$ cat src/rtl/rx_byte_aligner_pkg.sv
// Shared constants, counter widths and FSM encoding for the RX byte aligner.
package rx_byte_aligner_pkg;

    localparam logic [15:0] g_IDLE          = 16'hbc95;
    localparam int          g_LOCK_COUNT    = 4;
    localparam int          g_LOSS_COUNT    = 3;
    localparam int          g_COMMA_TIMEOUT = 400;

    // K28.5 comma byte; it belongs in the high lane of an aligned IDLE word
    localparam logic [7:0] COMMA_BYTE = g_IDLE[15:8];

    localparam int TMO_W = $clog2(g_COMMA_TIMEOUT + 1);
    localparam int OK_W  = $clog2(g_LOCK_COUNT + 1);
    localparam int ERR_W = $clog2(g_LOSS_COUNT + 1);

    localparam logic [TMO_W-1:0] TMO_LAST = TMO_W'(g_COMMA_TIMEOUT - 1);
    localparam logic [OK_W-1:0]  OK_LAST  = OK_W'(g_LOCK_COUNT - 1);
    localparam logic [ERR_W-1:0] ERR_LAST = ERR_W'(g_LOSS_COUNT - 1);

    typedef enum logic [1:0] {
        ST_HUNT   = 2'd0,
        ST_VERIFY = 2'd1,
        ST_LOCKED = 2'd2
    } state_e;

    function automatic logic [7:0] sat_inc8(input logic [7:0] v);
        return (v == 8'hff) ? v : v + 8'd1;
    endfunction

endpackage

$ cat src/rtl/rx_byte_aligner_shift.sv
// Previous-word register and one-byte offset mux with registered outputs.
module rx_byte_shift (
    input  logic        usrclk_i,
    input  logic        rst_n_i,
    input  logic        valid_i,
    input  logic [15:0] data_i,
    input  logic [1:0]  k_i,
    input  logic        offset_i,
    output logic [15:0] data_o,
    output logic [1:0]  k_o,
    output logic        valid_o
);

    logic [15:0] prev_data_q;
    logic [1:0]  prev_k_q;
    logic        prev_valid_q;
    logic [15:0] data_d, data_q;
    logic [1:0]  k_d, k_q;
    logic        valid_d, valid_q;

    // With a one-byte slip the high output byte comes from the previous word's low lane
    always_comb begin
        data_d  = data_i;
        k_d     = k_i;
        if (offset_i) begin
            data_d = {prev_data_q[7:0], data_i[15:8]};
            k_d    = {prev_k_q[0], k_i[1]};
        end
        valid_d = valid_i && (!offset_i || prev_valid_q);
    end

    always_ff @(posedge usrclk_i or negedge rst_n_i) begin
        if (!rst_n_i) begin
            prev_data_q  <= '0;
            prev_k_q     <= '0;
            prev_valid_q <= 1'b0;
            data_q       <= '0;
            k_q          <= '0;
            valid_q      <= 1'b0;
        end else begin
            prev_data_q  <= data_i;
            prev_k_q     <= k_i;
            prev_valid_q <= valid_i;
            data_q       <= data_d;
            k_q          <= k_d;
            valid_q      <= valid_d;
        end
    end

    assign data_o  = data_q;
    assign k_o     = k_q;
    assign valid_o = valid_q;

endmodule

$ cat src/rtl/rx_byte_aligner.sv
// RX byte aligner: comma detection, HUNT/VERIFY/LOCKED offset lock FSM and loss counter.
module rx_byte_aligner
    import rx_byte_aligner_pkg::*;
(
    input  logic        usrclk_i,
    input  logic        rst_n_i,
    input  logic        rx_valid_i,
    input  logic [15:0] rx_data_i,
    input  logic [1:0]  rx_k_i,
    input  logic        realign_i,
    output logic [15:0] data_o,
    output logic [1:0]  k_o,
    output logic        valid_o,
    output logic        aligned_o,
    output logic        offset_o,
    output logic [7:0]  lock_loss_cnt_o
);

    state_e             state_q, state_d;
    logic               offset_q, offset_d;
    logic [OK_W-1:0]    ok_cnt_q, ok_cnt_d;
    logic [ERR_W-1:0]   err_cnt_q, err_cnt_d;
    logic [TMO_W-1:0]   tmo_cnt_q, tmo_cnt_d;
    logic [7:0]         loss_cnt_q, loss_cnt_d;

    logic hi_comma, lo_comma, one_comma, cand_offset;
    logic exp_comma, wrong_comma, timeout;

    always_comb begin
        hi_comma    = rx_k_i[1] && (rx_data_i[15:8] == COMMA_BYTE);
        lo_comma    = rx_k_i[0] && (rx_data_i[7:0] == COMMA_BYTE);
        one_comma   = hi_comma ^ lo_comma;
        cand_offset = lo_comma;
        exp_comma   = one_comma && (cand_offset == offset_q);
        // a comma in both lanes is never a candidate, so it always lands here
        wrong_comma = (hi_comma || lo_comma) && !exp_comma;
        timeout     = !exp_comma && (tmo_cnt_q >= TMO_LAST);
    end

    always_comb begin
        state_d    = state_q;
        offset_d   = offset_q;
        ok_cnt_d   = ok_cnt_q;
        err_cnt_d  = err_cnt_q;
        tmo_cnt_d  = tmo_cnt_q;
        loss_cnt_d = loss_cnt_q;

        if (!rx_valid_i) begin
            state_d   = ST_HUNT;
            ok_cnt_d  = '0;
            err_cnt_d = '0;
            tmo_cnt_d = '0;
            if (state_q == ST_LOCKED) loss_cnt_d = sat_inc8(loss_cnt_q);
        end else begin
            case (state_q)
                ST_HUNT: begin
                    if (realign_i && one_comma) begin
                        offset_d  = cand_offset;
                        ok_cnt_d  = OK_W'(1);
                        err_cnt_d = '0;
                        tmo_cnt_d = '0;
                        state_d   = ST_VERIFY;
                    end
                end
                ST_VERIFY: begin
                    if (wrong_comma || timeout) begin
                        state_d   = ST_HUNT;
                        ok_cnt_d  = '0;
                        tmo_cnt_d = '0;
                    end else if (exp_comma) begin
                        ok_cnt_d  = ok_cnt_q + OK_W'(1);
                        tmo_cnt_d = '0;
                        if (ok_cnt_q == OK_LAST) state_d = ST_LOCKED;
                    end else begin
                        tmo_cnt_d = tmo_cnt_q + TMO_W'(1);
                    end
                end
                ST_LOCKED: begin
                    if ((wrong_comma && (err_cnt_q == ERR_LAST)) || timeout) begin
                        state_d    = ST_HUNT;
                        ok_cnt_d   = '0;
                        err_cnt_d  = '0;
                        tmo_cnt_d  = '0;
                        loss_cnt_d = sat_inc8(loss_cnt_q);
                    end else if (wrong_comma) begin
                        err_cnt_d = err_cnt_q + ERR_W'(1);
                        tmo_cnt_d = tmo_cnt_q + TMO_W'(1);
                    end else if (exp_comma) begin
                        err_cnt_d = '0;
                        tmo_cnt_d = '0;
                    end else begin
                        tmo_cnt_d = tmo_cnt_q + TMO_W'(1);
                    end
                end
                default: state_d = ST_HUNT;
            endcase
        end
    end

    always_ff @(posedge usrclk_i or negedge rst_n_i) begin
        if (!rst_n_i) begin
            state_q    <= ST_HUNT;
            offset_q   <= 1'b0;
            ok_cnt_q   <= '0;
            err_cnt_q  <= '0;
            tmo_cnt_q  <= '0;
            loss_cnt_q <= '0;
        end else begin
            state_q    <= state_d;
            offset_q   <= offset_d;
            ok_cnt_q   <= ok_cnt_d;
            err_cnt_q  <= err_cnt_d;
            tmo_cnt_q  <= tmo_cnt_d;
            loss_cnt_q <= loss_cnt_d;
        end
    end

    // The shifter sees the next offset so the word after an acquiring comma is already shifted
    rx_byte_shift u_shift (
        .usrclk_i (usrclk_i),
        .rst_n_i  (rst_n_i),
        .valid_i  (rx_valid_i),
        .data_i   (rx_data_i),
        .k_i      (rx_k_i),
        .offset_i (offset_d),
        .data_o   (data_o),
        .k_o      (k_o),
        .valid_o  (valid_o)
    );

    assign aligned_o       = (state_q == ST_LOCKED);
    assign offset_o        = offset_q;
    assign lock_loss_cnt_o = loss_cnt_q;

endmodule
$ cat config.mk
export PLATFORM = sky130hd
export DESIGN_NAME = rx_byte_aligner
export DESIGN_NICKNAME = d
export VERILOG_FILES = /design/src/rtl/rx_byte_aligner_pkg.sv /design/src/rtl/rx_byte_aligner_shift.sv /design/src/rtl/rx_byte_aligner.sv
export SDC_FILE = /design/constraint.sdc
export NUM_CORES = 1
export LEC_CHECK = 0
export CORE_MARGIN = 3
export CORE_UTILIZATION = 25
export CTS_BUF_LIST = sky130_fd_sc_hd__clkbuf_4 sky130_fd_sc_hd__clkbuf_8
export CTS_CLUSTER_DIAMETER = 40
export DETAILED_ROUTE_END_ITERATION = 16
export GPL_TIMING_DRIVEN = 0
export PLACE_DENSITY = 0.41
export SYNTH_ARGS = -nofsm -noshare
export SYNTH_HDL_FRONTEND = slang
export SYNTH_SLANG_ARGS = --single-unit
$ cat constraint.sdc
create_clock -name usrclk_i -period 2.4 [get_ports usrclk_i]
set_input_delay 0.48 -clock usrclk_i [delete_from_list [all_inputs] [get_ports usrclk_i]]
set_output_delay 0.48 -clock usrclk_i [all_outputs]
set_load 0.005 [all_outputs]
==> flow_metrics.tcl <==
set metrics [dict create \
    status "completed" \
    synth_nets 232 \
    diodes 0 \
    dp_hpwl_mm 4.18 \
    r2r-start "tmo_cnt_q[0]" \
    rr_worst_depth 8 \
    place_ws_ns -0.788 \
    via_count 1821 \
    netlist_instances 202 \
    drt-vias-per-instance 4.59 \
    period_minus_slack_ns 2.32 \
    maxSlewHeadroom 0.574 \
    start_kind "primary input" \
    drt_first_pass_iters 4 \
    cts_tree "done" \
    num-nets-final 297 \
    power_w 0.00204 \
    synth_edf_count 0 \
    synth_top_area_share 0.550 \
    power.leakage_nw 1.46 \
    ys_ff_latch 54 \
    start_util 0.261 \
    cts_buffers 5 \
    antenna_left 0 \
    crit_type "in -> reg" \
    cts_buffer_depth 2 \
    yosysUniqueCellTypes 48 \
    grt_pass1_vias 1862 \
    avgSynthCellArea_um2 12.2 \
    ir_drop_v 0.000253 \
    setup_viol 0 \
    cts-hold-fix-buffers 0 \
    crit_fanout 9 \
    ios 51 \
    place_area_mm2 0.00314 \
    area_growth_pct 38.0 \
    cts-htree-levels 2 \
    synthFlopType "dfrtp_1" \
    pwr-share-comb 0.244 \
    rows 35 \
    clock_skew_ns 0.00755 \
    maxSlewViolCount 0 \
    r2r_slack_ns 0.21 \
    swShare 0.293 \
    reg2reg_to "ok_cnt_q[1]" \
    yosysWarnings 0 \
    seq_power_share 0.490 \
    fin_tns_setup_ns 0 \
    drcViolationCount 0 \
    cap_viol_max_count 0 \
    max_freq_ghz 0.431 \
    required_ns 2.60 \
    clkTransAtPathRegs_ns 0.10 \
    p_per_area_mw_per_mm2 601 \
    worstSetupEndpointType "register" \
    antenna_found_initial 0 \
    portBuffers 50 \
    synth.most_common_cell "dfrtp_1" \
    p_int_w 0.00144 \
    yosys.area.top_type "dfrtp_1" \
    insertion_delay_ns 0.31 \
    worstPathArrival_ns 2.52 \
    rsz0062_at_grt "false" \
    grt_pass1_wl_mm 9.66 \
    multiInputGateArea_mm2 0.00119 \
    synthTopCellsByCount "54 x dfrtp_1, 20 x mux2_2, 13 x nand3_1, 9 x nor2_1" \
    drive_gt1_frac 0.243 \
    grtUsageTotal 0.109 \
    final_cell_area_mm2 0.00339 \
    synthTopCellsByArea "dfrtp_1 55%, mux2_2 9.2%, ha_1 4.1%" \
    yosysSeqAreaShare 0.550 \
    power_switching_w 0.000598 \
    clock-sinks 54 \
    grt_max_degree 30 \
    root_buffer "clkbuf_8" \
    gp_congestion 0.740 \
    wl_per_cell_um 14.6 \
    pwr-share-clk 0.265 \
    min_period_over_period 0.968 \
    gr-total-overflow 0 \
    die-area_mm2 0.0111 \
    finalHoldViolations 0 \
    min_path_type "in -> async" \
    utilization 0.360 \
    wirelength_mm 5.80 \
    finalWorstSetupSlack_ns 0.0776 \
    die_x_um 105 \
    seqCellArea_mm2 0.00135 \
    syn_area_mm2 0.00246 \
    die-height_um 105 \
    dr.first_iter.drc_count 35 \
    tightest_slew_ns 0.639 \
    fillCellCount 949 \
    async_flop_share 1.00 \
    core_area_mm2 0.00942 \
]
[sequential cells by signal, summed over array words and instances (netlist names)]
register,count
u_shift.valid_o,1
u_shift.prev_k_q,1
u_shift.k_o,2
offset_o,1
u_shift.prev_data_q,8
err_cnt_q,2
u_shift.data_o,16
tmo_cnt_q,9
lock_loss_cnt_o,8
u_shift.prev_valid_q,1
state_q,2
ok_cnt_q,3
[critical path, stage by stage]
cell,delay (ns)
clkdlybuf4s50_1,0.68
inv_1,0.14
or3_1,0.50
o21a_4,0.27
and2_4,0.16
mux2_4,0.29
[worst max-delay path by stage]
stage	startpoint	slack, ns	endpoint
final	rx_valid_i	0.08	ok_cnt_q[1]
after global routing	rx_data_i[6]	0.02	state_q[0]
after CTS	rx_data_i[6]	0.02	ok_cnt_q[1]
after detailed placement	rx_data_i[6]	-0.79	ok_cnt_q[1]
after global placement	rst_n_i	-1.03	tmo_cnt_q[5]
after floorplan	rx_data_i[6]	0.05	ok_cnt_q[0]
[cell families after synthesis]
| logic type | synth area share |
|---|---|
| simple gates | 0.148 |
| flops | 0.550 |
| compound gates | 0.101 |
| mux | 0.115 |
| buf+inv | 0.0178 |
| xor+xnor | 0.0285 |
| fa+ha+maj | 0.0407 |
[power by group through the flow]
stage | Combinational (W) | Sequential (W) | Clock (W)
after floorplan | 0.000242 | 0.00101 | 0
after global placement | 0.000429 | 0.00102 | 0
after detailed placement | 0.000430 | 0.00102 | 0
after CTS | 0.000474 | 0.00100 | 0.000567
after global routing | 0.000550 | 0.00101 | 0.000609
final | 0.000498 | 0.00100 | 0.000541
[layer usage]
layer | global-route usage | vias to the layer above | part of all wire
met1 | 0.149 | 912 | 0.48
met5 | 0 | - | 0
li1 | - | 870 | -
met3 | 0.0247 | 5 | 0.036
met2 | 0.171 | 34 | 0.47
met4 | 0.0337 | 0 | 0.0098
[per-stage QoR]
step                cells  hold WS (ns)
CTS                   396         0.200
global placement      381         0.461
floorplan             202         0.184
global route          397         0.226
finish                397         0.187
detailed placement    382         0.461
[repair_timing]
action / CTS / global route
setup endpoints to repair: 24 / 8
setup buffers: 6 / 1
pin swaps: 11 / 5
gates cloned: 1 / 0
resized for setup: 33 / 7
[cells in the final DEF (no fill, tap or decap), types with 3 or more instances in the layout]
master           Yosys  final
nand2_1              8      8
nand4_1              3      3
buf_2                2      3
nor2b_1              3      3
dlygate4sd2_1        0     14
o21ai_0              8      8
ha_1                 8      8
clkbuf_8             0      6
nor3_1               8      6
and3_1               4      3
clkdlybuf4s50_1      0     33
mux2_4               1      3
nor2_1               9      9
buf_4                0      7
dfrtp_1             54     54
mux2_2              20     20
nand3_1             13     12
xor2_1               6      6
a22o_1               7      7
inv_1                8      8
[final cells by class]
cell class	count	area share
plain buffers	2	0.00295
clock buffers	6	0.0243
clock inverters	2	0.00369
inverters	8	0.00885
multi-input cells	138	0.352
flip-flops and latches	54	0.398
well taps	129	0.0476
repair buffers	58	0.163
(Power assumes the default switching activity.)
